==> src/rtl/shared_reg_pkg.sv <==
// Shared definitions for the shared-register write arbiter: FSM encoding,
// data/client limits and internal counter widths.
package shared_reg_pkg;

  localparam int unsigned DATA_W      = 8;
  localparam int unsigned MAX_CLIENTS = 8;
  // Wide enough to index MAX_CLIENTS clients.
  localparam int unsigned PTR_W       = 3;
  // Wide enough for TIMEOUT_CYCLES up to 255.
  localparam int unsigned CNT_W       = 8;

  typedef enum logic [1:0] {
    IDLE      = 2'd0,
    WRITE     = 2'd1,
    RELEASE   = 2'd2,
    WAIT_FULL = 2'd3
  } state_e;

endpackage

==> src/rtl/rr_select.sv <==
// Combinational round-robin picker: searches from pointer+1 upward with wrap
// and returns the first asserted request as an index and a one-hot vector.
module rr_select
  import shared_reg_pkg::*;
#(
  parameter int unsigned NUM_CLIENTS = 4
) (
  input  logic [NUM_CLIENTS-1:0] req,
  input  logic [PTR_W-1:0]       pointer,
  output logic                   valid,
  output logic [PTR_W-1:0]       w,
  output logic [NUM_CLIENTS-1:0] onehot
);

  // Offset-major scan keeps every req index constant so no variable selects.
  always_comb begin
    valid  = 1'b0;
    w      = '0;
    onehot = '0;
    for (int unsigned off = 1; off <= NUM_CLIENTS; off++) begin
      for (int unsigned j = 0; j < NUM_CLIENTS; j++) begin
        if (!valid && req[j] && (j == ((32'(pointer) + off) % NUM_CLIENTS))) begin
          valid     = 1'b1;
          w         = PTR_W'(j);
          onehot[j] = 1'b1;
        end
      end
    end
  end

endmodule

==> src/rtl/shared_reg_write_arbiter.sv <==
// Round-robin arbiter sharing the single write port of the 1-byte shared
// register among several writer clients. Drives the wr level handshake,
// waits for has_data, acknowledges the owner or aborts on timeout.
module shared_reg_write_arbiter
  import shared_reg_pkg::*;
#(
  parameter int unsigned NUM_CLIENTS    = 4,
  parameter int unsigned TIMEOUT_CYCLES = 15
) (
  input  logic                          clk,
  input  logic                          nrst,
  input  logic [NUM_CLIENTS-1:0]        req,
  input  logic [DATA_W*NUM_CLIENTS-1:0] req_data,
  output logic [NUM_CLIENTS-1:0]        ack,
  output logic [NUM_CLIENTS-1:0]        grant,
  output logic                          busy,
  output logic                          err,
  input  logic                          reg_has_data,
  output logic                          reg_wr,
  output logic [DATA_W-1:0]             reg_wr_data
);

  state_e                  state_q, state_d;
  logic [PTR_W-1:0]        ptr_q, ptr_d;
  logic [PTR_W-1:0]        owner_q, owner_d;
  logic [CNT_W-1:0]        cnt_q, cnt_d;
  logic [NUM_CLIENTS-1:0]  ack_q, ack_d;
  logic [NUM_CLIENTS-1:0]  grant_q, grant_d;
  logic                    busy_q, busy_d;
  logic                    err_q, err_d;
  logic                    reg_wr_q, reg_wr_d;
  logic [DATA_W-1:0]       wr_data_q, wr_data_d;

  logic                    sel_valid;
  logic [PTR_W-1:0]        sel_w;
  logic [NUM_CLIENTS-1:0]  sel_onehot;
  logic [DATA_W-1:0]       sel_data;
  logic                    start;
  logic                    timeout_hit;

  rr_select #(
    .NUM_CLIENTS (NUM_CLIENTS)
  ) u_rr_select (
    .req     (req),
    .pointer (ptr_q),
    .valid   (sel_valid),
    .w       (sel_w),
    .onehot  (sel_onehot)
  );

  // Byte of the current round-robin winner.
  always_comb begin
    sel_data = '0;
    for (int unsigned j = 0; j < NUM_CLIENTS; j++) begin
      if (PTR_W'(j) == sel_w) sel_data = req_data[j*DATA_W +: DATA_W];
    end
  end

  assign start       = sel_valid && !reg_has_data;
  assign timeout_hit = (cnt_q == CNT_W'(TIMEOUT_CYCLES - 1));

  // State register.
  always_ff @(posedge clk) begin
    if (!nrst) state_q <= IDLE;
    else       state_q <= state_d;
  end

  // Next-state logic.
  always_comb begin
    state_d = state_q;
    case (state_q)
      IDLE:      if (start) state_d = WRITE;
      WRITE:     state_d = RELEASE;
      RELEASE:   state_d = WAIT_FULL;
      WAIT_FULL: if (reg_has_data || timeout_hit) state_d = IDLE;
    endcase
  end

  // Next values for datapath and output registers.
  always_comb begin
    ack_d     = '0;
    grant_d   = grant_q;
    err_d     = err_q;
    reg_wr_d  = 1'b0;
    wr_data_d = wr_data_q;
    ptr_d     = ptr_q;
    owner_d   = owner_q;
    cnt_d     = cnt_q;
    busy_d    = (state_d != IDLE);
    case (state_q)
      IDLE: begin
        if (start) begin
          wr_data_d = sel_data;
          grant_d   = sel_onehot;
          owner_d   = sel_w;
          reg_wr_d  = 1'b1;
        end
      end
      WRITE: ;
      RELEASE: cnt_d = '0;
      WAIT_FULL: begin
        if (reg_has_data) begin
          ack_d   = grant_q;
          grant_d = '0;
          ptr_d   = owner_q;
        end else if (timeout_hit) begin
          err_d   = 1'b1;
          grant_d = '0;
          ptr_d   = owner_q;
        end else begin
          cnt_d = cnt_q + 1'b1;
        end
      end
    endcase
  end

  // Output and datapath registers.
  always_ff @(posedge clk) begin
    if (!nrst) begin
      ack_q     <= '0;
      grant_q   <= '0;
      busy_q    <= 1'b0;
      err_q     <= 1'b0;
      reg_wr_q  <= 1'b0;
      wr_data_q <= '0;
      ptr_q     <= PTR_W'(NUM_CLIENTS - 1);
      owner_q   <= '0;
      cnt_q     <= '0;
    end else begin
      ack_q     <= ack_d;
      grant_q   <= grant_d;
      busy_q    <= busy_d;
      err_q     <= err_d;
      reg_wr_q  <= reg_wr_d;
      wr_data_q <= wr_data_d;
      ptr_q     <= ptr_d;
      owner_q   <= owner_d;
      cnt_q     <= cnt_d;
    end
  end

  assign ack         = ack_q;
  assign grant       = grant_q;
  assign busy        = busy_q;
  assign err         = err_q;
  assign reg_wr      = reg_wr_q;
  assign reg_wr_data = wr_data_q;

endmodule

==> config.mk <==
export PLATFORM = sky130hd
export DESIGN_NAME = shared_reg_write_arbiter
export DESIGN_NICKNAME = d
export VERILOG_FILES = /design/src/rtl/shared_reg_pkg.sv /design/src/rtl/rr_select.sv /design/src/rtl/shared_reg_write_arbiter.sv
export SDC_FILE = /design/constraint.sdc
export NUM_CORES = 1
export LEC_CHECK = 0
export ABC_AREA = 1
export BUFFER_PORTS_ARGS = -buffer_cell sky130_fd_sc_hd__buf_2
export CAP_MARGIN = 5
export CORE_MARGIN = 8
export CORE_UTILIZATION = 52
export DETAILED_ROUTE_END_ITERATION = 8
export HOLD_SLACK_MARGIN = 0.12
export PLACE_DENSITY_LB_ADDON = 0.05
export SYNTH_ARGS = -nofsm -noshare
export SYNTH_HDL_FRONTEND = slang
export SYNTH_HIERARCHICAL = 1
export SYNTH_SLANG_ARGS = --single-unit
==> constraint.sdc <==
create_clock -name clk -period 6.2 [get_ports clk]
set_input_delay 0.31 -clock clk [delete_from_list [all_inputs] [get_ports clk]]
set_output_delay 0.31 -clock clk [all_outputs]
set_load 0.02 [all_outputs]
# Yosys cells after proc, flatten, opt, wreduce, memory -nomap -nowiden

Index checks and enable logic that the tools add are counted.

Input bits: 39
Output and inout port bits: 19
Word-level logic and storage cells: 168
Bits in registers: 33

Equal/unequal tests: 23
Muxes and demuxes: 63
Reductions and logical operators: 66
Bitwise logic cells: 1
Add/sub/neg operators: 5

Operator list:

| kind                  | number |
|---|---|
| $logic_not A32 Y1     | 4 |
| $mux W8               | 6 |
| $mux W2               | 18 |
| $mux W1               | 33 |
| $logic_and A1 B1 Y1   | 32 |
| $eq A2 B2 Y1 const A  | 10 |
| $logic_not A1 Y1      | 16 |
| $pmux W8 S2           | 1 |
| $mux W4               | 3 |
| $reduce_and A3 Y1     | 4 |
| $eq A1 B2 Y1 const A  | 5 |
| $add A8 B1 Y8 const B | 1 |
| $eq A8 B4 Y1 const B  | 1 |
| $pmux W2 S4           | 1 |
| $pmux W4 S2           | 1 |
| $reduce_bool A2 Y1    | 4 |
| $ne A2 B2 Y1 const B  | 3 |
| $reduce_and A2 Y1     | 3 |
| $add A2 B1 Y2 const B | 2 |
| $add A2 B2 Y2 const B | 2 |
| $eq A2 B2 Y1 const B  | 2 |
| $logic_not A3 Y1      | 1 |
| $ne A3 B3 Y1 const B  | 1 |
| $eq A2 B1 Y1 const B  | 1 |
| other kinds (3)       | 3 |

# Depth between registers and ports, before layout

Gate-level depths: netlist (run 1).

Depth after elaboration: 69
Depth in mapped cells: 19
Depth with buffers taken out: 19

# Cells and area by module

The synthesis (run 1) kept the hierarchy.

By module, submodules not included:

| module                   | area an instance (um^2) | cells each | times used | seq. area each (um^2) |
|---|---|---|---|---|
| shared_reg_write_arbiter | 1774.2                  | 256        | 1          | 700.7 |
| rr_select                | 380.4                   | 67         | 1          | 0.0 |

# Worst setup path before layout (run 1)

No wires, ideal clock.

Kind: flip-flop to flip-flop
Start: register ptr_q[1]
End: register wr_data_q[3], in the netlist reg_wr_data[3]
Cell stages (with the launch flop): 16
Slack: 3.986 ns
Setup time: 0.064 ns
Buffers on the path: 1
Arrival: 2.150 ns
Path through: dfxtp_1 > inv_1 > nand3_1 > nand3_2 > nor2_4 > nand4_4 > nor2_4 > nand4_4 > nor3_4 > nand4_1 > nand2_1 > buf_4 > nand3_2 > o21ai_0 > nor2_1 > nor2_1

Longest elaborated chain between the ends: 69

RTL lines:

| element                          | line                            | text |
|---|---|---|
| from (decl)                      | shared_reg_write_arbiter.sv:24  | `logic [PTR_W-1:0] ptr_q, ptr_d;` |
| from (signal assigned)           | shared_reg_write_arbiter.sv:126 | `ptr_q <= PTR_W'(NUM_CLIENTS - 1);` |
| from (signal assigned)           | shared_reg_write_arbiter.sv:136 | `ptr_q <= ptr_d;` |
| $add A2 B1 Y2                    | rr_select.sv:22                 | `if (!valid && req[j] && (j == ((32'(pointer) + off) % NUM_CLIENTS))) begin` |
| $logic_not A32 Y1                | rr_select.sv:22                 |  |
| $logic_and A1 B1 Y1              | rr_select.sv:22                 |  |
| $mux W1                          | rr_select.sv:22                 |  |
| $logic_not A1 Y1                 | rr_select.sv:22                 |  |
| $logic_and A1 B1 Y1 (2 in a row) | rr_select.sv:22                 |  |
| $mux W1                          | rr_select.sv:22                 |  |
| $logic_not A1 Y1                 | rr_select.sv:22                 |  |
| (+50 left out)                   | n/a                             |  |
| $mux W1                          | rr_select.sv:22                 |  |
| $logic_not A1 Y1                 | rr_select.sv:22                 |  |
| $logic_and A1 B1 Y1 (2 in a row) | rr_select.sv:22                 |  |
| $mux W2 (*)                      | rr_select.sv:22                 |  |
| via sel_w[1]                     | shared_reg_write_arbiter.sv:35  | `logic [PTR_W-1:0] sel_w;` |
| $logic_not A3 Y1                 | shared_reg_write_arbiter.sv:55  | `if (PTR_W'(j) == sel_w) sel_data = req_data[j*DATA_W +: DATA_W];` |
| $mux W8 (3 in a row)             | shared_reg_write_arbiter.sv:55  |  |
| $mux W8 (*)                      | shared_reg_write_arbiter.sv:55  |  |
| to (signal assigned)             | shared_reg_write_arbiter.sv:135 | `wr_data_q <= wr_data_d;` |
| to (decl)                        | shared_reg_write_arbiter.sv:32  | `logic [DATA_W-1:0] wr_data_q, wr_data_d;` |

Mark *: on every way through the listed nets, which the timed path passes. The rest lies on a longest branch.
A chain may end at the register's enable or synchronous reset.

# Worst setup path after layout (run 1)

Start: register ptr_q[1]
End: register wr_data_q[2], in the netlist reg_wr_data[2]

The elaborated chain is that of the path after synthesis.

==> out/metrics.cfg, run 1 <==
[outcome]
status=completed

[detailed_routing]
routed-via-count=2108
drtPass1Iterations=4
vias_per_cell=4.97
postRouteAntennaNets=0
drtIter0Drc=96
drt-total-wl_um=4890
drc_errors=0
drt-wirelength-per-cell_um=11.5

[run]
cap_violations=0

[synth]
syn_nets=357
synth_area_um2=2090
yosysWarnings=6
syn_area_per_cell_um2=6.62
synthCells=316

[global_routing]
antenna_found_initial=0
gr-total-overflow=0
grt_pass1_wl_um=8300
grt_pass1_vias=1958
grtUsageTotal_pct=15.7
grt_max_degree=21

[timing]
setup_viol=0
holdWs_ns=0.323
maxSlewViolCount=0
max_freq_mhz=369
post-route-min-period_ns=2.71
rsz0062_at_grt=no
clock_skew_ns=0.00538
finalWorstSetupSlack_ns=3.49
post-route-period-util_pct=43.7
hold_violations=0
worstMarginPinSlew_ns=0.493
tns_ns=0
slew-limit-headroom_pct=66.9

[die]
num_io_pins=58
core_area_um2=3940
die_h_um=79.4
row_count=23
start_util_pct=53.1
dieWidth_um=79.4
die_area_um2=6310

[clocking]
cts_root_buf=clkbuf_8
cts_max_path_buffers=2
cts.sinks=33
clock_latency_ns=0.28
cts_made_buffers=5
cts_setup_buffers=0
clkTransAtPathRegs_ns=0.07
cts_resized=0
cts_max_level=2
cts_hold_buf=0
cts_tree=done

[power]
ir_drop_uv=95.3
totalPowerFinal_uw=506
p_leak_uw=0.00118
p_per_area_nw_per_um2=204

[cells_and_area]
final_nets=414
syn2layout_area_growth_pct=18.7
layout_commonest_cell=nand2_1
diodes=0
final_cell_mix=nand2_1, buf_2, nor2_1, inv_1, dfxtp_1
drive_above_1_share_pct=26.2

[place]
hpwl_um=3870
pre_cts_ws_ns=3.52
port_buffers=57
gp_congestion=0.929

[worst_setup_path]
arrival_ns=2.93
cp-start-kind=flip-flop
crit_type=flip-flop to flip-flop
critPathRequiredTime_ns=6.42
endpoint_kind=flip-flop
cp_max_fo=12

[hold_path]
hp-class=input port to flip-flop

[flip-flops by register name, summed over array words and instances (netlist names)]
name and count:
grant 4, ack 4, owner_q 2, cnt_q 8, ptr_q 2, state_q 2
err 1, reg_wr_data 8, busy 1, reg_wr 1
[path summary, 6_finish.rpt]
kind,start,endpoint,slack [ns],cells past startpoint
max,ptr_q[1],reg_wr_data[2],3.49,18
min,reg_has_data,cnt_q[2],0.32,4
max reg2reg,ptr_q[1],reg_wr_data[2],3.49,18
min reg2reg,grant[2],ack[2],0.44,2
[through the flow]
step / cell area (um^2) / util [%] / std cells
2_1_floorplan: 2090 / - / 316
6_report: 2480 / 63.0 / 424
5_1_grt: 2480 / 63.0 / 424
4_1_cts: 2480 / 63.0 / 424
3_5_place_dp: 2400 / 60.8 / 416
3_3_place_gp: 2400 / 60.8 / 416
[power by group]
group | internal, uW | switching (uW)
sequential | 225 | 7.90
combinational | 40.5 | 75.8
clock | 77.4 | 79.6
total | 343 | 163
[layout make-up]
cell class / instances / area (um^2)
clock inverters: 3 / 17.5
inverters: 48 / 185
repair buffers: 57 / 285
clock buffers: 5 / 68.8
flip-flops and latches: 33 / 661
fillers: 364 / 1460
multi-input cells: 228 / 1200
well taps: 50 / 62.6
[metal layers]
layer  track usage, %  vias to the layer above  wire, um
li1                 -                     1128         -
met1             20.4                      889      2430
met2             23.6                       85      2030
met3             4.62                        6       356
met4             6.85                        0        77
met5                0                        -         0
[worst max-delay path: stages, from the launching register on]
cell,delay (ns)
dfxtp_1,0.42
inv_1,0.08
nor2_1,0.15
inv_2,0.08
nor2_1,0.14
inv_2,0.08
nand4_4,0.11
nor2_1,0.09
nor3b_2,0.15
nand3_1,0.08
nor2_1,0.09
nand2_1,0.07
inv_2,0.04
nand2_1,0.26
nor3_2,0.48
nand2_1,0.10
nand3_1,0.11
nor2_1,0.05
nor2_1,0.09
(Power assumes the default switching activity.)
==> inputs of run 2 (changes only) <==
- clock period: 6.2 -> 2.6 ns (I/O delays scaled with it)
==> out/metrics.cfg, run 2 (synthesis gave the netlist of run 1 again) <==
[timing]
rsz0062_at_grt=yes
post-route-period-util_pct=104  ; +60 points
max_freq_mhz=372  ; +0.78%
clock_skew_ns=0.00848  ; +0.00310 ns
post-route-min-period_ns=2.69  ; -0.0210 ns
setup_viol=8  ; +8
finalWorstSetupSlack_ns=-0.0914  ; -3.58 ns
holdWs_ns=0.157  ; -0.167 ns
hold_violations=0  ; unchanged
maxSlewViolCount=0  ; unchanged

[detailed_routing]
routed-via-count=2193  ; +4.0%
wl_met2_um=2610  ; +29%
wirelength_met1_um=2450  ; +0.74%
drtIter0Drc=102  ; +6.3%
met3_length_um=405  ; +14%
vias_per_cell=5.04  ; +1.4%
postRouteAntennaNets=0  ; unchanged
drtPass1Iterations=7  ; +3
drc_errors=0  ; unchanged
drt-total-wl_um=5520  ; +13%
top_layer=met4
drt-wirelength-per-cell_um=12.7  ; +10%

[worst_setup_path]
critPathRequiredTime_ns=2.82  ; -3.60 ns
cp-start-kind=flip-flop
crit_type=flip-flop to flip-flop
cp_top_family=simple AND/OR/NAND/NOR gates
endpoint_kind=flip-flop
cp_max_fo=8  ; -4
crit_chain=inv_1 > nand3_2 > nand3_2 > nor2_4 > nand4_4 > nor2_4 > nand4_4 > nor3_4 > nand4_1 > nand2_2 > clkinv_4 > nor3_4 > buf_6 > nand2_2 > nand3_2 > nor2_2 > nor2_1
critPathMaxStageDelay_ns=0.39  ; -0.09 ns
crit_top_cell=nand3_2
arrival_ns=2.92  ; about the same
slowest_stage=dfxtp_4
critPathBufInv=3  ; -1

[place]
port_buffers=57  ; unchanged
gp_congestion=0.944  ; +1.6%
hpwl_um=3870  ; about the same

[die]
core_area_um2=3940  ; unchanged
row_count=23  ; unchanged
start_util_pct=53.1  ; unchanged
dieWidth_um=79.4  ; unchanged
num_io_pins=58  ; unchanged
die_area_um2=6310  ; unchanged
die_h_um=79.4  ; unchanged

[cells_and_area]
diodes=0  ; unchanged
final_cell_mix=nand2_1, buf_2, nor2_1, inv_1, dfxtp_1
final_nets=425  ; +2.7%
layout_commonest_cell=nand2_1
drive_above_1_share_pct=33.0  ; +6.8 points
finish.utilization_pct=67.8  ; +4.8 points
syn2layout_area_growth_pct=27.7

[global_routing]
antenna_found_initial=0  ; unchanged
grt_pass1_vias=2000  ; +2.1%
grt_max_degree=21  ; unchanged
gr-total-overflow=0  ; unchanged
grtUsageTotal_pct=16.6  ; +0.87 points
grt_pass1_wl_um=8630  ; +3.9%

[outcome]
status=finished, violations left
failed_checks=negative setup slack

[clocking]
cts.sinks=33  ; unchanged
cts_max_level=2  ; unchanged
clkTransAtPathRegs_ns=0.07  ; about the same
cts_max_path_buffers=2  ; unchanged
cts_made_buffers=5  ; unchanged
cts_tree=done
cts_root_buf=clkbuf_8
clock_latency_ns=0.29  ; about the same

[power]
totalPowerFinal_uw=1310  ; +160%
p_per_area_nw_per_um2=490  ; +140%
ir_drop_uv=328  ; +240%
p_leak_uw=0.00127  ; +8.0%

[run]
cap_violations=0  ; unchanged

[hold_path]
hp-class=input port to flip-flop

-- run 2: cell types whose count changed in the layout (fill, tap and decap cells not counted), sizes merged --
cell,previous run,this run
buf,57,68
clkbuf,5,7
clkinvlp,1,0
inv,44,43
-- run 2: path summary, 6_finish.rpt --
path                startpoint              to  slack [ns]  cells past startpoint
setup reg to reg      ptr_q[1]  reg_wr_data[7]       -0.09                     17
hold reg to reg       grant[1]          ack[1]        0.45                      2
setup / recovery      ptr_q[1]  reg_wr_data[7]       -0.09                     17
hold / removal    req_data[14]  reg_wr_data[6]        0.16                      5
-- run 2: stage by stage --
stage	instances	setup WS [ns]	cell area, um^2	TNS [ns]
finish	435	-0.0914	2670	-0.551
global route	435	-0.245	2670	-1.75
CTS	427	0.00703	2520	0
detailed placement	418	0.00662	2410	0
global placement	418	0.0687	2410	0
floorplan	316	0.386	2090	0
-- run 2: tightest hold or removal path: stages --
cell and delay (ns):
buf_2 0.07, nand2_1 0.04, nand3_1 0.06, nor2_1 0.04, nor2_1 0.06
-- run 2: final cells by class --
type / count / area [um^2]
fill: 361 / 1270
inverter: 48 / 190
clock buffer: 7 / 96.3
sequential: 33 / 668
clock inverter: 1 / 5.00
timing repair buffer: 68 / 375
tap: 50 / 62.6
multi-input combinational: 228 / 1270
-- run 2: per-layer routing --
layer / vias up / global-route usage [%]
met2: 96 / 25.4
met3: 6 / 5.18
li1: 1155 / -
met5: - / 0
met4: 0 / 6.67
met1: 936 / 21.1
-- run 2: report_power, final --
part	internal, uW	total (uW)	switching [uW]
sequential	535	555	19.7
combinational	122	323	201
clock	239	430	191
total	896	1310	411
-- run 2: what timing repair did --
item,4_1_cts,5_1_grt
pin swaps,1,14
hold endpoints to repair,0,0
cloned,0,0
hold buffers,0,0
endpoints found under the setup margin,2,8
buffers inserted,1,8
gates resized for setup,1,30
